<file path="config.mk">
export PLATFORM = sky130hd
export DESIGN_NAME = pwm_tick_gen
export DESIGN_NICKNAME = d
export VERILOG_FILES = /design/src/rtl/pwm_pkg.sv /design/src/rtl/tick_edge_det.sv /design/src/rtl/pwm_tick_gen.sv
export SDC_FILE = /design/constraint.sdc
export NUM_CORES = 1
export LEC_CHECK = 0
export CORE_ASPECT_RATIO = 1.2
export CORE_MARGIN = 2
export CORE_UTILIZATION = 45
export DETAILED_ROUTE_END_ITERATION = 8
export PLACE_DENSITY = 0.68
export RECOVER_POWER = 100
export SKIP_LAST_GASP = 1
export SYNTH_ARGS = -nofsm -noshare
export SYNTH_HDL_FRONTEND = slang
export SYNTH_HIERARCHICAL = 1
export SYNTH_SLANG_ARGS = --single-unit
export TNS_END_PERCENT = 30
</file>
<file path="constraint.sdc">
create_clock -name clk -period 4.14 [get_ports clk]
set_clock_uncertainty 0.05 [all_clocks]
set_input_delay 0.414 -clock clk [delete_from_list [all_inputs] [get_ports clk]]
set_output_delay 0.414 -clock clk [all_outputs]
set_load 0.05 [all_outputs]
</file>
<file path="src/rtl/pwm_pkg.sv">
// Shared types for the PWM tick generator: FSM states, default width, shadow config.
// PWM_POLARITY_INV_EN selects the inverted (idle-high) output polarity.
package pwm_pkg;

  localparam int CNT_W_DEF = 8;

  typedef enum logic {
    IDLE = 1'b0,
    RUN  = 1'b1
  } state_t;

  // Default-width config pair; the generator declares a CNT_W-sized twin of it.
  typedef struct packed {
    logic [CNT_W_DEF-1:0] period;
    logic [CNT_W_DEF-1:0] duty;
  } shadow_cfg_t;

`ifdef PWM_POLARITY_INV_EN
  localparam logic PWM_IDLE_LVL = 1'b1;
`else
  localparam logic PWM_IDLE_LVL = 1'b0;
`endif

endpackage

</file>
<file path="src/rtl/tick_edge_det.sv">
// One-flop rising-edge detector for a divided clock that is treated as data.
// A level held high for any number of clk cycles yields exactly one pulse.
module tick_edge_det (
  input  logic clk,
  input  logic rst,
  input  logic tick_in,
  output logic tick_rise
);

  logic tick_q;

  always_ff @(posedge clk or posedge rst) begin
    if (rst) tick_q <= 1'b0;
    else     tick_q <= tick_in;
  end

  assign tick_rise = tick_in & ~tick_q;

endmodule

</file>
<file path="src/rtl/pwm_tick_gen.sv">
// PWM generator stepped by rising edges of tick_in, with a shadowed period/duty
// config applied at period boundaries. Build option: PWM_POLARITY_INV_EN.
//
// cfg handshake: a transfer happens on a clk edge where cfg_valid & cfg_ready;
// the sender holds cfg_valid and its data stable until then, and cfg_ready
// stays low while a captured config waits in the shadow register.
module pwm_tick_gen
  import pwm_pkg::*;
#(
  parameter int CNT_W = CNT_W_DEF
) (
  input  logic             clk,
  input  logic             rst,
  input  logic             en,
  input  logic             tick_in,
  input  logic             cfg_valid,
  input  logic [CNT_W-1:0] cfg_period,
  input  logic [CNT_W-1:0] cfg_duty,
  output logic             cfg_ready,
  output logic             pwm_out,
  output logic             period_done,
  output logic             busy
);

  typedef struct packed {
    logic [CNT_W-1:0] period;
    logic [CNT_W-1:0] duty;
  } cfg_t;

  localparam logic [CNT_W-1:0] CNT_ONE = {{(CNT_W-1){1'b0}}, 1'b1};

  state_t           state_q, state_d;
  logic [CNT_W-1:0] count_q, count_d;
  logic [CNT_W-1:0] period_act_q, period_act_d;
  logic [CNT_W-1:0] duty_act_q, duty_act_d;
  cfg_t             shadow_q, shadow_d;
  logic             pending_q, pending_d;
  logic             pwm_q, pwm_d;
  logic             done_q, done_d;

  logic             tick_rise;
  logic             cfg_hs;
  logic             wrap;
  logic             xfer;
  logic [CNT_W-1:0] last_cnt;

  tick_edge_det u_edge (
    .clk       (clk),
    .rst       (rst),
    .tick_in   (tick_in),
    .tick_rise (tick_rise)
  );

  assign cfg_hs   = cfg_valid & ~pending_q;
  assign last_cnt = (period_act_q != '0) ? (period_act_q - CNT_ONE) : '0;
  assign wrap     = (state_q == RUN) & tick_rise & (count_q == last_cnt);
  // Shadow drains immediately when idle, otherwise only at a period boundary.
  assign xfer     = pending_q & ((state_q == IDLE) | wrap);

  always_comb begin
    state_d      = state_q;
    count_d      = count_q;
    period_act_d = period_act_q;
    duty_act_d   = duty_act_q;
    shadow_d     = shadow_q;
    pending_d    = pending_q;
    pwm_d        = 1'b0;
    done_d       = wrap;

    if (xfer) begin
      period_act_d = shadow_q.period;
      duty_act_d   = shadow_q.duty;
      pending_d    = 1'b0;
    end
    if (cfg_hs) begin
      shadow_d.period = cfg_period;
      shadow_d.duty   = cfg_duty;
      pending_d       = 1'b1;
    end

    case (state_q)
      IDLE: begin
        count_d = '0;
        // Start on the effective period so RUN never holds a zero period.
        if (en && (period_act_d != '0)) state_d = RUN;
      end
      RUN: begin
        if (tick_rise) count_d = wrap ? '0 : (count_q + CNT_ONE);
        if (!en || (period_act_d == '0)) begin
          state_d = IDLE;
          count_d = '0;
        end else begin
          pwm_d = (count_d < duty_act_d);
        end
      end
      default: state_d = IDLE;
    endcase
  end

  always_ff @(posedge clk or posedge rst) begin
    if (rst) begin
      state_q      <= IDLE;
      count_q      <= '0;
      period_act_q <= '0;
      duty_act_q   <= '0;
      shadow_q     <= '0;
      pending_q    <= 1'b0;
      pwm_q        <= PWM_IDLE_LVL;
      done_q       <= 1'b0;
    end else begin
      state_q      <= state_d;
      count_q      <= count_d;
      period_act_q <= period_act_d;
      duty_act_q   <= duty_act_d;
      shadow_q     <= shadow_d;
      pending_q    <= pending_d;
      pwm_q        <= pwm_d ^ PWM_IDLE_LVL;
      done_q       <= done_d;
    end
  end

  assign cfg_ready   = ~pending_q;
  assign pwm_out     = pwm_q;
  assign period_done = done_q;
  assign busy        = (state_q == RUN);

endmodule

</file>
Yosys cells after proc, flatten, opt, wreduce, memory -nomap -nowiden
Index checks and enable logic that the tools add are counted.
Storage, ports and cells
  bits in registers: 45
  input port bits: 21
  output and inout bits: 4
  logic and storage cells: 45
Operators by class
  $add $sub $neg: 2
  magnitude comparators: 1
  equality and inequality tests: 1
  multiplexer cells: 15
  bitwise gates (word level): 9
  reduce and logical (&&, ||, !) cells: 7
Operators with widths (count)
  8-bit two-way mux: 7
  8-bit case mux with 2 select lines: 1
  8-bit nonzero test: 2
  8-bit by 1-bit adder with 8-bit output (second input constant): 1
  8-bit == test: 1
  8-bit logical NOT: 1
  8-bit < comparator: 1
  8-bit by 1-bit subtractor with 8-bit output (second input constant): 1
  1-bit two-way mux: 6
  1-bit AND: 5
  1-bit NOT: 3
  1-bit case mux with 2 select lines: 1
  2-bit nonzero test: 1
  1-bit logical AND: 1
  1-bit logical NOT: 1
  1-bit logical OR: 1
  1-bit OR: 1

Longest topological paths before layout
Gate-level depths: netlist (run 1).
  word-level depth: 11
  mapped depth: 18
  mapped depth without buffers: 16

By module
Netlist (run 1), hierarchy kept.
Modules (own cells, without submodules)
  pwm_tick_gen: instances 1, cells an instance 282, area each 2640.0 µm², seq. area each 1101.1 µm²
  tick_edge_det: instances 1, cells an instance 3, area each 42.5 µm², seq. area each 25.0 µm²

Worst setup path before layout (run 1)
OpenSTA, ideal clock, no wires.
  path kind: register to register
  start point: reg period_act_q[0]
  end point: reg pwm_q, in the netlist pwm_out
  setup time: 0.096 ns
  data arrival time: 3.983 ns
  setup slack: 0.012 ns
  stages on the path, launching flop included: 19
  period minus slack after synthesis: 4.128 ns
  cell sequence: dfrtp_1 inv_1 ha_1 buf_2 or4b_4 or3_1 o211a_1 or2_2 o41ai_4 buf_6 nand2_1 and2_1 ha_1 o21ai_0 nand2b_1 a21oi_1 nor3_1 mux2_2 nor4_2
On the way
  longest elaborated chain between the ends: 11
  elaborated cells on any way between the ends: 17
  those cells by class: add/sub (1); order compare (1); eq/ne (1); mux (8); bitwise (3); reduce/logical (3)
RTL lines
  start, declared: line pwm_tick_gen.sv:34  | logic [CNT_W-1:0] period_act_q, period_act_d;
  start signal, assigned: line pwm_tick_gen.sv:113  | period_act_q <= period_act_d;
  parallel branches: the longest is 9 deep, another holds 8-bit by 1-bit subtractor with 8-bit output
  1-bit two-way mux *: line pwm_tick_gen.sv:89  | if (!en || (period_act_d == '0)) begin
  1-bit two-way mux *: line pwm_tick_gen.sv:81  | case (state_q)
  via pwm_d: line pwm_tick_gen.sv:38  | logic pwm_q, pwm_d;
  end signal, assigned: line pwm_tick_gen.sv:117  | pwm_q <= pwm_d ^ PWM_IDLE_LVL;
  end, declared: line pwm_tick_gen.sv:38
Mark *: on every way through the listed nets, which the timed path passes. The select of a mux whose other input is x is not followed.
A chain may end at the register's enable or synchronous reset.

Worst setup path in the final report (run 1)
Same ends and word-level chain as after synthesis.

==> impl_metrics.env, run 1 <==
export IMPL_leakage_nw=1.39
export IMPL_setup_viol=0
export IMPL_rows=30
export IMPL_cts_hold_buf=0
export IMPL_met2_length_um=2660
export IMPL_ff2ff_path_depth=15
export IMPL_wl_met3_um=265
export IMPL_firstDrtPassIters=4
export IMPL_cts_buffer_depth=2
export IMPL_synth_area_leaders="dfrtp_1, nand2_1, mux2_2"
export IMPL_finalSetupTns_ps=0
export IMPL_synth_edf_count=0
export IMPL_clock_latency_ps=300
export IMPL_worst_slew_pin_slew_ps=2290
export IMPL_period_minus_slack_ps=3960
export IMPL_cp_startpoint="period_act_q[0]"
export IMPL_synth_top_area_cell="dfrtp_1"
export IMPL_die_x_um=74.5
export IMPL_core_um2=5710
export IMPL_hold_viol=0
export IMPL_gp_congestion=0.851
export IMPL_cts_tree="yes"
export IMPL_htree_levels=2
export IMPL_ir_worst_vdd_v=0.000316
export IMPL_worst_r2r_startpoint="period_act_q[0]"
export IMPL_ys_warn_count=6
export IMPL_path_max_fanout=18
export IMPL_synth_cells=285
export IMPL_status="finished, violations left"
export IMPL_cp_start_kind="flip-flop"
export IMPL_antenna_found_initial=0
export IMPL_cap_violations=1
export IMPL_wl_um=5640
export IMPL_grt_pass1_wl_um=9160
export IMPL_finalNetCount=352
export IMPL_r2r_end="pwm_out"
export IMPL_syn_avg_cell_area_um2=9.41
export IMPL_cts_sinks=45
export IMPL_period_share_pct=95.6
export IMPL_criticalPathCategory="reg -> reg"
export IMPL_diodes=0
export IMPL_timing_fmax_mhz=253
export IMPL_num_vias=2162
export IMPL_slew_viol_final=45
export IMPL_drc_errors=0
export IMPL_crit_path_end_kind="flip-flop"
export IMPL_via_per_inst=5.36
export IMPL_drt_initial_drc_count=125
export IMPL_setup_slack_ps=183
export IMPL_ys_ff_latch=45
export IMPL_synth_fp_nets=315
export IMPL_grt_ovfl_total=0
export IMPL_numCtsBuffers=5
export IMPL_powerDensity_nw_per_um2=565
export IMPL_pre_cts_slack_ps=24.5
export IMPL_grt_usage_pct=18.2
export IMPL_start_util_pct=47.0
export IMPL_yosysMostFrequentCell="nand2_1"
export IMPL_clk_pin_slew_worst_paths_ps=90
export IMPL_cts_root_buffer="clkbuf_8"
export IMPL_dieArea_um2=6600
export IMPL_area_delta_synth_final_pct=18.7
export IMPL_drt_antenna_violating_nets=0
export IMPL_worstPathArrival_ps=4120
export IMPL_dpl_hpwl_um=4170
export IMPL_synth_area_um2=2680
export IMPL_wl_met1_um=2600
export IMPL_ys_flop_type="dfrtp_1"
export IMPL_ys_seq_area_share_pct=42.0
export IMPL_synth_common_cells="nand2_1, dfrtp_1, nor2_1"
export IMPL_grt_pass1_vias=1926
export IMPL_numPortBuffers=24
export IMPL_rsz0062_at_grt="no"
export IMPL_violations="max-capacitance violations, max-slew violations"
export IMPL_wl_per_cell_um=14.0
export IMPL_relSlewSlack_pct=-52.5
export IMPL_boundaryPins=25
export IMPL_min_path_type="in -> async"
export IMPL_top_layer="met4"
export IMPL_yosysUniqueCellTypes=51
export IMPL_synthDominantCellAreaShare_pct=42.0
export IMPL_required_ps=4300
export IMPL_drive_gt1_share_pct=17.6
export IMPL_synth_async_reset_ratio_pct=100
export IMPL_regToRegSetupSlack_ps=180
export IMPL_grt_max_degree=45
export IMPL_fp_dieH_um=88.6
export IMPL_crit_end="pwm_out"
critical path, stage by stage (launching register included):
cell	delay (ps)
dfrtp_1	390
buf_4	160
or4_1	540
and3_1	210
a31oi_1	300
o2111ai_4	240
o41ai_4	350
buf_4	190
buf_6	170
nand2_1	80
and2_1	140
ha_1	300
a21oi_2	190
nor3_1	70
mux2_2	270
nor4_2	230
report_power, final:
| group | internal, W | leakage [nW] | total, W | switching [W] |
|---|---|---|---|---|
| Sequential | 0.000583 | 0.557 | 0.000676 | 0.0000933 |
| Combinational | 0.000395 | 0.793 | 0.000859 | 0.000464 |
| Clock | 0.000120 | 0.0385 | 0.000263 | 0.000143 |
layer usage:
metal	vias up	track usage, %
met1	1018	25.7
met3	12	3.08
li1	1075	-
met5	-	0
met4	0	5.52
met2	57	28.8
worst min path at each step:
stage / endpoint / slack (ps) / cells past startpoint
final: u_edge/tick_q / 360 / 2
after global routing: u_edge/tick_q / 360 / 2
after CTS: u_edge/tick_q / 220 / 2
after detailed placement: duty_act_q[7] / 400 / 2
after global placement: duty_act_q[2] / 400 / 2
after floorplan: u_edge/tick_q / 90 / 1
placed cells by master, fill, tap and decap left out, types with 6 or more instances in the layout:
master           instances
nand2_1                 54
and2_1                   7
o21ai_0                  6
a21oi_1                  8
nor3_1                  13
clkdlybuf4s50_1         17
xor2_1                   6
nand2b_1                 8
ha_1                     9
mux2_2                  17
buf_4                   17
dfrtp_1                 45
nor2_1                  21
dlygate4sd3_1            7
nor2b_1                  8
registers in the layout, summed over array words and instances (netlist names):
signal	cells
pwm_out	1
shadow_q	16
duty_act_q	8
u_edge/tick_q	1
period_done	1
count_q	8
pending_q	1
period_act_q	8
busy	1
cell type report:
cell class	count	area, um2
clock inverter	1	7.51
clock buffer	7	76.3
fill	532	2520
multi-input combinational	219	1460
tap	80	100
inverter	7	26.3
timing repair buffer	44	387
sequential	45	1130
kinds of logic after synthesis:
| kind of cell | Yosys count | synth area share (%) |
|---|---|---|
| compound gates | 36 | 10.7 |
| simple gates | 145 | 28.0 |
| fa+ha+maj | 9 | 4.20 |
| mux | 20 | 8.44 |
| buf+inv | 21 | 3.68 |
| xor+xnor | 9 | 2.94 |
| flops | 45 | 42.0 |
per-stage QoR:
step	cells	hold WS (ps)	area, um2	power [W]	util, %
final	403	362	3180	0.00180	55.8
after global routing	403	363	3180	0.00193	55.8
after CTS	399	222	3150	0.00177	55.3
after detailed placement	391	400	3070	0.00150	53.8
after global placement	391	396	3070	0.00149	53.8
after floorplan	285	92.7	2680	0.00127	-
timing repair:
item,in CTS,in global routing
buffers inserted,0,4
setup endpoints to repair,0,1
resized for setup,0,7
endpoints found under the hold margin,0,0
(Power assumes the default switching activity.)
==> run 2: changes to the inputs <==
Settings changed: CORE_MARGIN 2 to not set.
==> impl_metrics.env, run 2 (same netlist as run 1, synthesis figures left out) <==
export IMPL_grt_usage_pct=19.8
export IMPL_boundaryPins=25
export IMPL_layout_commonest_cell="nand2_1"
export IMPL_cp_start_kind="flip-flop"
export IMPL_timing_fmax_mhz=252
export IMPL_htree_levels=2
export IMPL_period_share_pct=95.8
export IMPL_slowest_delay_ps=590
export IMPL_cts_buffer_depth=2
export IMPL_path_max_fanout=5
export IMPL_power_total_w=0.00181
export IMPL_power_frac_comb_pct=47.5
export IMPL_wl_per_cell_um=14.0
export IMPL_design_area_um2=3210
export IMPL_numPortBuffers=24
export IMPL_antenna_found_initial=0
export IMPL_worst_slew_pin_slew_ps=2290
export IMPL_cts_root_buffer="clkbuf_8"
export IMPL_clk_pin_slew_worst_paths_ps=80
export IMPL_drt_antenna_violating_nets=0
export IMPL_regMostFlops="shadow_q"
export IMPL_clock_latency_ps=300
export IMPL_crit_path_end_kind="flip-flop"
export IMPL_path_cells="inv_1 > ha_1 > or4b_4 > or3_1 > o211a_1 > or4b_1 > or2_4 > nand3_2 > nand2_1 > ha_1 > o21ai_2 > nand2b_1 > a21oi_2 > nor3_1 > mux2_2 > nor4_2"
export IMPL_period_minus_slack_ps=3970
export IMPL_finalNetCount=353
export IMPL_finish_utilization_pct=56.3
export IMPL_wl_um=5630
export IMPL_die_x_um=72.5
export IMPL_slowest_stage="or4b_1"
export IMPL_numCtsBuffers=5
export IMPL_setup_viol=0
export IMPL_core_um2=5710
export IMPL_drc_errors=0
export IMPL_start_util_pct=47.0
export IMPL_powerDensity_nw_per_um2=563
export IMPL_criticalPathCategory="reg -> reg"
export IMPL_ir_worst_vdd_v=0.000306
export IMPL_gp_congestion=0.912
export IMPL_violations="max-capacitance violations, max-slew violations"
export IMPL_rows=30
export IMPL_switching_share_pct=38.5
export IMPL_placed_cell_area_um2=3080
export IMPL_fp_dieH_um=86.6
export IMPL_diodes=0
export IMPL_firstDrtPassIters=4
export IMPL_worstPathArrival_ps=4120
export IMPL_drt_initial_drc_count=206
export IMPL_required_ps=4300
export IMPL_grt_max_degree=45
export IMPL_grt_pass1_vias=2058
export IMPL_min_path_type="in -> async"
export IMPL_largest_reg_flops=16
export IMPL_p_clk_share_pct=15.0
export IMPL_slew_viol_final=45
export IMPL_final_cell_mix="nand2_1, dfrtp_1, nor2_1"
export IMPL_cap_violations=1
export IMPL_num_vias=2126
export IMPL_p_int_w=0.00111
export IMPL_leakage_nw=1.40
export IMPL_pre_cts_slack_ps=46.5
export IMPL_relSlewSlack_pct=-52.4
export IMPL_via_per_inst=5.28
export IMPL_seqPwrFrac_pct=37.4
export IMPL_grt_ovfl_total=0
export IMPL_dpl_hpwl_um=4180
export IMPL_cp_common_cell="ha_1"
export IMPL_cts_sinks=45
export IMPL_holdWs_ps=367
export IMPL_status="finished, violations left"
export IMPL_grt_pass1_wl_um=9560
export IMPL_area_delta_synth_final_pct=19.6
export IMPL_hold_viol=0
export IMPL_cts_tree="yes"
export IMPL_netSwitchingPower_w=0.000695
export IMPL_drive_gt1_share_pct=18.0
export IMPL_dieArea_um2=6280
export IMPL_setup_slack_ps=174
[run 2: layout make-up]
cell class / instances / area [um2]
multi-input combinational: 219 / 1480
tap: 80 / 100
inverter: 7 / 26.3
fill: 549 / 2500
timing repair buffer: 45 / 390
clock buffer: 7 / 86.3
sequential: 45 / 1130
[run 2: timing repair]
item | CTS | global route
hold buffers | 0 | 0
setup buffers | 0 | 4
gates resized for setup | 0 | 12
endpoints found under the setup margin | 0 | 1
[run 2: final timing paths]
check	to	from	slack [ps]	depth (start not counted)
min in group clk	duty_act_q[7]	duty_act_q[7]	420	2
setup reg to reg	pwm_out	period_act_q[1]	170	16
hold reg to reg	duty_act_q[7]	duty_act_q[7]	420	2
hold / removal	u_edge/tick_q	rst	370	2
setup / recovery	pwm_out	period_act_q[1]	170	16
max in group asynchronous	period_act_q[0]	rst	1360	3
[run 2: through the flow]
stage,TNS [ps],std cells
after floorplan,0,285
after global placement,0,392
after detailed placement,0,392
after CTS,0,399
after global routing,-59.2,403
final,0,403
[run 2: power by group through the flow]
stage | Combinational [W] | Clock, W | Sequential (W)
2_1_floorplan | 0.000595 | 0 | 0.000670
4_1_cts | 0.000822 | 0.000281 | 0.000677
5_1_grt | 0.000954 | 0.000298 | 0.000696
6_report | 0.000858 | 0.000271 | 0.000676
3_3_place_gp | 0.000807 | 0 | 0.000682
3_5_place_dp | 0.000817 | 0 | 0.000685
[run 2: per-layer routing]
| layer | track usage, % | share of wire, % | up-vias |
|---|---|---|---|
| li1 | - | - | 1074 |
| met1 | 27.4 | 45 | 993 |
| met2 | 31.4 | 49 | 48 |
| met5 | 0 | 0 | - |
| met3 | 2.79 | 3.5 | 11 |
| met4 | 7.49 | 2.3 | 0 |
[run 2: critical path: cells and delay by family, from the launching register on]
family          cells  cell delay (ps)
fa+ha+maj           2              440
simple gates        9             2200
mux                 1              270
compound gates      3              450
buf+inv             1               80
flops               1              400
